===== src/rtl/mem_arbiter_if.sv =====
// mem_arbiter_if: requester and byte-wide RAM signals of mem_arbiter, plus the global ready.
interface mem_arbiter_if #(parameter int ADDR_W = 32);
  logic              rdy_in;
  logic              if_req;
  logic [ADDR_W-1:0] if_addr;
  logic              if_flush;
  logic              if_done;
  logic [31:0]       if_data;
  logic              mem_req;
  logic              mem_wr;
  logic [1:0]        mem_size;
  logic [ADDR_W-1:0] mem_addr;
  logic [31:0]       mem_wdata;
  logic              mem_done;
  logic [31:0]       mem_rdata;
  logic [7:0]        ram_din;
  logic [7:0]        ram_dout;
  logic [ADDR_W-1:0] ram_a;
  logic              ram_wr;
  modport slave (
    input  rdy_in, if_req, if_addr, if_flush, mem_req, mem_wr, mem_size, mem_addr, mem_wdata, ram_din,
    output if_done, if_data, mem_done, mem_rdata, ram_dout, ram_a, ram_wr
  );
  modport master (
    output rdy_in, if_req, if_addr, if_flush, mem_req, mem_wr, mem_size, mem_addr, mem_wdata, ram_din,
    input  if_done, if_data, mem_done, mem_rdata, ram_dout, ram_a, ram_wr
  );
endinterface


===== src/rtl/mem_arbiter.sv =====
// mem_arbiter: shares one byte-wide RAM port between fetch and load/store, splitting accesses into byte cycles.
// Define ARB_ROUND_ROBIN_EN to break simultaneous requests in favour of the requester not served last.
module mem_arbiter #(parameter int ADDR_W = 32) (
  input logic clk,
  input logic rst,
  mem_arbiter_if.slave bus
);
  typedef enum logic [1:0] {IDLE, RD, WR, DONE} state_t;
  state_t            state;
  logic [1:0]        cnt, last, sel_last;
  logic [ADDR_W-1:0] addr, nxt_a;
  logic [31:0]       wdata, acc, nxt_acc, wsh;
  logic              own_mem, wr_q, if_pend, take_mem;
`ifdef ARB_ROUND_ROBIN_EN
  logic              last_mem;
  assign take_mem = bus.mem_req & (~if_pend | ~last_mem);
`else
  assign take_mem = bus.mem_req;
`endif
  assign if_pend  = bus.if_req & ~bus.if_flush;
  assign sel_last = bus.mem_size == 2'd0 ? 2'd0 : bus.mem_size == 2'd1 ? 2'd1 : 2'd3;
  assign nxt_acc  = acc | ({24'b0, bus.ram_din} << {cnt, 3'b000});
  assign nxt_a    = addr + ADDR_W'(cnt) + ADDR_W'(1);
  assign wsh      = wdata >> {cnt + 2'd1, 3'b000};
  // a pause must never let a write strobe reach the RAM
  assign bus.ram_wr = wr_q & bus.rdy_in;
  always_ff @(posedge clk) begin
    if (rst) begin
      state         <= IDLE;
      cnt           <= '0;
      last          <= '0;
      addr          <= '0;
      wdata         <= '0;
      acc           <= '0;
      own_mem       <= 1'b0;
      wr_q          <= 1'b0;
      bus.ram_a     <= '0;
      bus.ram_dout  <= '0;
      bus.if_done   <= 1'b0;
      bus.mem_done  <= 1'b0;
      bus.if_data   <= '0;
      bus.mem_rdata <= '0;
`ifdef ARB_ROUND_ROBIN_EN
      last_mem      <= 1'b0;
`endif
    end else if (bus.rdy_in) begin
      case (state)
        IDLE: if (take_mem | if_pend) begin
          own_mem   <= take_mem;
          addr      <= take_mem ? bus.mem_addr : bus.if_addr;
          bus.ram_a <= take_mem ? bus.mem_addr : bus.if_addr;
          wdata     <= bus.mem_wdata;
          last      <= take_mem ? sel_last : 2'd3;
          cnt       <= '0;
          acc       <= '0;
          wr_q      <= take_mem & bus.mem_wr;
          if (take_mem & bus.mem_wr) bus.ram_dout <= bus.mem_wdata[7:0];
          state     <= (take_mem & bus.mem_wr) ? WR : RD;
`ifdef ARB_ROUND_ROBIN_EN
          last_mem  <= take_mem;
`endif
        end
        RD: if (~own_mem & bus.if_flush) state <= IDLE;
        else if (cnt == last) begin
          state <= DONE;
          if (own_mem) begin
            bus.mem_done  <= 1'b1;
            bus.mem_rdata <= nxt_acc;
          end else begin
            bus.if_done <= 1'b1;
            bus.if_data <= nxt_acc;
          end
        end else begin
          acc       <= nxt_acc;
          cnt       <= cnt + 2'd1;
          bus.ram_a <= nxt_a;
        end
        WR: if (cnt == last) begin
          wr_q         <= 1'b0;
          state        <= DONE;
          bus.mem_done <= 1'b1;
        end else begin
          cnt          <= cnt + 2'd1;
          bus.ram_a    <= nxt_a;
          bus.ram_dout <= wsh[7:0];
        end
        default: begin
          bus.if_done  <= 1'b0;
          bus.mem_done <= 1'b0;
          state        <= IDLE;
        end
      endcase
    end
  end
endmodule


===== src/flat_wrapper.sv =====
// flat-port wrapper written by rule: the top's interface ports become plain ports
module mem_arbiter_flat 
#(parameter int ADDR_W = 32)
  (clk, rst, bus_rdy_in, bus_if_req, bus_if_addr, bus_if_flush, bus_mem_req, bus_mem_wr, bus_mem_size, bus_mem_addr, bus_mem_wdata, bus_ram_din, bus_if_done, bus_if_data, bus_mem_done, bus_mem_rdata, bus_ram_dout, bus_ram_a, bus_ram_wr);
  mem_arbiter_if #(.ADDR_W(ADDR_W)) bus_i ();
  input logic clk;
  input logic rst;
  input wire logic [$bits(bus_i.rdy_in)-1:0] bus_rdy_in;
  input wire logic [$bits(bus_i.if_req)-1:0] bus_if_req;
  input wire logic [$bits(bus_i.if_addr)-1:0] bus_if_addr;
  input wire logic [$bits(bus_i.if_flush)-1:0] bus_if_flush;
  input wire logic [$bits(bus_i.mem_req)-1:0] bus_mem_req;
  input wire logic [$bits(bus_i.mem_wr)-1:0] bus_mem_wr;
  input wire logic [$bits(bus_i.mem_size)-1:0] bus_mem_size;
  input wire logic [$bits(bus_i.mem_addr)-1:0] bus_mem_addr;
  input wire logic [$bits(bus_i.mem_wdata)-1:0] bus_mem_wdata;
  input wire logic [$bits(bus_i.ram_din)-1:0] bus_ram_din;
  output wire logic [$bits(bus_i.if_done)-1:0] bus_if_done;
  output wire logic [$bits(bus_i.if_data)-1:0] bus_if_data;
  output wire logic [$bits(bus_i.mem_done)-1:0] bus_mem_done;
  output wire logic [$bits(bus_i.mem_rdata)-1:0] bus_mem_rdata;
  output wire logic [$bits(bus_i.ram_dout)-1:0] bus_ram_dout;
  output wire logic [$bits(bus_i.ram_a)-1:0] bus_ram_a;
  output wire logic [$bits(bus_i.ram_wr)-1:0] bus_ram_wr;
  assign bus_i.rdy_in = bus_rdy_in;
  assign bus_i.if_req = bus_if_req;
  assign bus_i.if_addr = bus_if_addr;
  assign bus_i.if_flush = bus_if_flush;
  assign bus_i.mem_req = bus_mem_req;
  assign bus_i.mem_wr = bus_mem_wr;
  assign bus_i.mem_size = bus_mem_size;
  assign bus_i.mem_addr = bus_mem_addr;
  assign bus_i.mem_wdata = bus_mem_wdata;
  assign bus_i.ram_din = bus_ram_din;
  assign bus_if_done = bus_i.if_done;
  assign bus_if_data = bus_i.if_data;
  assign bus_mem_done = bus_i.mem_done;
  assign bus_mem_rdata = bus_i.mem_rdata;
  assign bus_ram_dout = bus_i.ram_dout;
  assign bus_ram_a = bus_i.ram_a;
  assign bus_ram_wr = bus_i.ram_wr;
  mem_arbiter #(.ADDR_W(ADDR_W)) u_core (.clk(clk), .rst(rst), .bus(bus_i));
endmodule

===== config.mk =====
export PLATFORM = sky130hd
export DESIGN_NAME = mem_arbiter_flat
export DESIGN_NICKNAME = d
export VERILOG_FILES = /design/src/rtl/mem_arbiter_if.sv /design/src/rtl/mem_arbiter.sv /design/src/flat_wrapper.sv
export SDC_FILE = /design/constraint.sdc
export NUM_CORES = 1
export LEC_CHECK = 0
export BUFFER_PORTS_ARGS = -buffer_cell sky130_fd_sc_hd__buf_2
export CORE_UTILIZATION = 50
export CTS_BUF_LIST = sky130_fd_sc_hd__clkbuf_2 sky130_fd_sc_hd__clkbuf_4 sky130_fd_sc_hd__clkbuf_8
export DETAILED_ROUTE_END_ITERATION = 7
export PLACE_DENSITY = 0.73
export SETUP_SLACK_MARGIN = 0.02
export SYNTH_ARGS = -nofsm -noshare
export SYNTH_HDL_FRONTEND = slang
export SYNTH_SLANG_ARGS = --single-unit

===== constraint.sdc =====
create_clock -name clk -period 7.8 [get_ports clk]
set_input_delay 0.78 -clock clk [delete_from_list [all_inputs] [get_ports clk]]
set_output_delay 0.78 -clock clk [all_outputs]
set_load 0.01 [all_outputs]

==> metrics.md <==
| Metric | Value |
|---|---|
| Status | completed |
| Slew HR | 0.2085 |
| Post-CTS resize count | 0 |
| CTS Buf Count | 35 |
| Drt drc | 0 |
| CP delay by family, top | simple AND/OR/NAND/NOR gates |
| Synth Area in Compound Gates | 0.2131 |
| EDFF count, synth | 0 |
| Cell taking the most area after synthesis | dfxtp_1 |
| Fmax | 0.3043 GHz |
| First-pass GRT wire length | 39170 µm |
| Syn nets | 1179 |
| Port bufs | 219 |
| DP Area | 0.01024 mm² |
| Drt total wl | 24950 µm |
| Root Driver | clkbuf_8 |
| Post-synth ARST share | 0 |
| Vias in the first global route | 7727 |
| Synth Area in Simple Gates | 0.1772 |
| Syn Area/Cell | 8.634 µm² |
| GRT Total Usage | 0.2636 |
| Die Footprint | 0.01881 mm² |
| Clk buf depth | 3 |
| Std cell rows | 49 |
| Setup crit end kind | flip-flop |
| Multiplexer share of the synthesized area | 0.07191 |
| Worst Skew | 17.03 ps |
| Share of the synthesized area in the top cell type | 0.4602 |
| Post-Synthesis Cells | 1058 |
| Hold Fails Final Rpt | 0 |
| Starting density of the core | 0.5085 |
| Largest family of logic cells by synthesized area | compound AO/OA/AOI/OAI gates |
| PD cells | 250.8 mW/mm² |
| Routed via count | 8429 |
| Remaining global-route overflow | 0 |
| Setup tns final | 0 ps |
| Tot Pwr | 2.756 mW |
| CP bufs+invs | 1 |
| Share of layout cells above drive strength 1 | 0.2439 |
| Top cell types by occurrence after synthesis | dfxtp_1, nand2_1, nor2_1 |
| Hold EP | u_core.wdata[8] |
| Final setup viols | 0 |
| CP cell instances | inv_1, ha_1, fa_1, nand4b_1, nor4_1, o21ai_0, o31ai_1 |
| Initial antenna violation count | 4 |
| Synth Area in XOR/XNOR | 0.02397 |
| Crit Path Class | flip-flop to flip-flop |
| Final nets | 1362 |
| Startpoint types | flip-flop |
| Hold-fix buffers, CTS | 0 |
| Final period util | 0.4213 |
| Detail Placement HPWL | 16710 µm |
| Post-synthesis sequential element count | 210 |
| Worst skew pair latency | 510 ps |
| Area Overhead vs Synth | 20.31% |
| Max cap viols | 0 |
| Peak VDD IR | 0.1739 mV |
| Horiz. Die Dim | 137.2 µm |
| Area of the core | 0.01796 mm² |
| Placed Cells incl. Taps | 1433 |
| Synth Area in Adders | 0.01178 |
| DR pass1 iterations | 5 |
| Finished Layout Cells | 1495 |
| Post-CTS Setup Bufs | 0 |
| R2R depth | 7 |
| Reg2reg setup slack | 4510 ps |
| Leak | 4.362 nW |
| Fillers | 1649 |
| Crit-path max cell delay | 800 ps |
| Final Util | 0.6118 |
| Slew Viols, Final | 0 |
| RSZ-0062 raised after global routing | false |
| R2r startpoint | u_core.cnt[0] |
| Clock slew at reported path FFs | 60 ps |
| R2R Path End | u_core.bus.ram_a[22] |
| ANT nets after route | 0 |
| Routability cong. | 0.8449 |
| 1st-iter DRT viols | 546 |
| Top Ports | 220 |
| Largest net degree at the start of global routing | 97 |
| Avg Vias per Cell | 5.638 |
| Top_reg_cell synth | dfxtp_1 |
| Final min period | 3286 ps |
| Worst hold path class | flip-flop to flip-flop |
| Worst EP arrival | 3700 ps |
| Syn. warnings | 0 |
| Hold path cells | 2 |
| Area contributors post-synth | dfxtp_1, a211oi_1, nand2_1 |
| CP max FO | 13 |
| Cell Area, Synth | 0.009135 mm² |
| Worst-Margin Slew | 1187 ps |
| Fin area | 0.01099 mm² |
| Avg WL per Cell | 16.69 µm |
| H-tree levels | 2 |
| Synth unique cells | 60 |
| Worst EP required | 8210 ps |
| TritonCTS Sinks | 210 |
| Slowest CP cell | dfxtp_1 |
| CTS tree | done |
| Seq/Total Area, Yosys | 0.4602 |
| Worst hold start | u_core.wdata[8] |
| Count leader, synth | dfxtp_1 |
| Die height | 137.2 µm |
worst max path at each step:
| stage | start | endpoint | slack (ps) | cells past startpoint |
|---|---|---|---|---|
| 6_report | u_core.cnt[0] | u_core.bus.ram_a[22] | 4510 | 7 |
| 4_1_cts | u_core.cnt[0] | u_core.bus.ram_a[22] | 4500 | 7 |
| 3_3_place_gp | bus_mem_req | u_core.bus.ram_a[19] | 4500 | 7 |
| 2_1_floorplan | u_core.cnt[0] | u_core.bus.ram_a[24] | 5210 | 10 |
| 3_5_place_dp | bus_mem_req | u_core.bus.ram_a[17] | 4430 | 7 |
| 5_1_grt | u_core.cnt[0] | u_core.bus.ram_a[24] | 4130 | 8 |
cell usage in the layout (no fill, tap or decap), types with 4 or more instances in the layout:
cell / instances
buf_2: 218
dfxtp_1: 210
nand2_1: 165
nor2_1: 117
a211oi_1: 104
a21oi_1: 98
clkbuf_8: 48
o21ai_0: 45
mux2i_1: 45
nand3_1: 22
xnor2_1: 20
nor4_1: 15
inv_1: 10
o211ai_1: 10
clkbuf_4: 9
and3_1: 8
o22ai_1: 8
nand4_1: 8
nor3_1: 8
mux4_2: 7
ha_1: 7
buf_4: 7
xor2_1: 5
and2_1: 4
nand2b_1: 4
and4_1: 4
a311oi_1: 4
tightest hold or removal path, cell delays in order (launching register included):
cell and delay (ps):
dfxtp_1 310, nand2_1 50, a21oi_1 50
sequential cells by signal, summed over array words and instances, names as in the netlist, 8 cells and up:
name / cells
u_core.addr: 32
u_core.bus.if_data: 32
u_core.wdata: 32
u_core.bus.ram_a: 32
u_core.bus.ram_dout: 8
u_core.acc: 32
u_core.bus.mem_rdata: 32
through the flow:
stage	hold slack [ps]	setup slack (ps)
4_1_cts	452.8	4503
3_3_place_gp	434.8	4499
3_5_place_dp	443.1	4427
6_report	451.2	4514
2_1_floorplan	425.8	5212
5_1_grt	472.8	4135
per-layer routing:
| layer | up-vias | part of all wire | track usage |
|---|---|---|---|
| met3 | 46 | 0.069 | 0.05889 |
| met4 | 2 | 0.019 | 0.09280 |
| met1 | 3930 | 0.47 | 0.3726 |
| met5 | - | 0.00032 | 0 |
| li1 | 4173 | - | - |
| met2 | 278 | 0.44 | 0.3923 |
cells by family after synthesis:
| family | after synthesis |
|---|---|
| simple gates | 370 |
| xor+xnor | 25 |
| fa+ha+maj | 8 |
| buf+inv | 91 |
| mux | 55 |
| flops | 210 |
| compound gates | 299 |
cell type report:
class	instances	area (µm²)	share of cell area
Timing Repair Buffer	225	1144	0.1041
Clock inverter	2	10.01	0.0009108
Antenna cell	3	7.507	0.0006831
Sequential cell	210	4204	0.3825
Multi-Input combinational cell	757	4566	0.4154
Inverter	12	45.04	0.004098
Clock buffer	57	728.2	0.06626
Tap cell	229	286.5	0.02607
power by group:
part           internal [mW]  total (mW)  switching (mW)  leakage, nW
logic                  0.194       0.513           0.319         2.26
registers               1.16        1.23          0.0704         1.71
clock network          0.586        1.01           0.427        0.394
total                   1.94        2.76           0.817         4.36
Note: power is estimated with default switching activity, not from simulation.
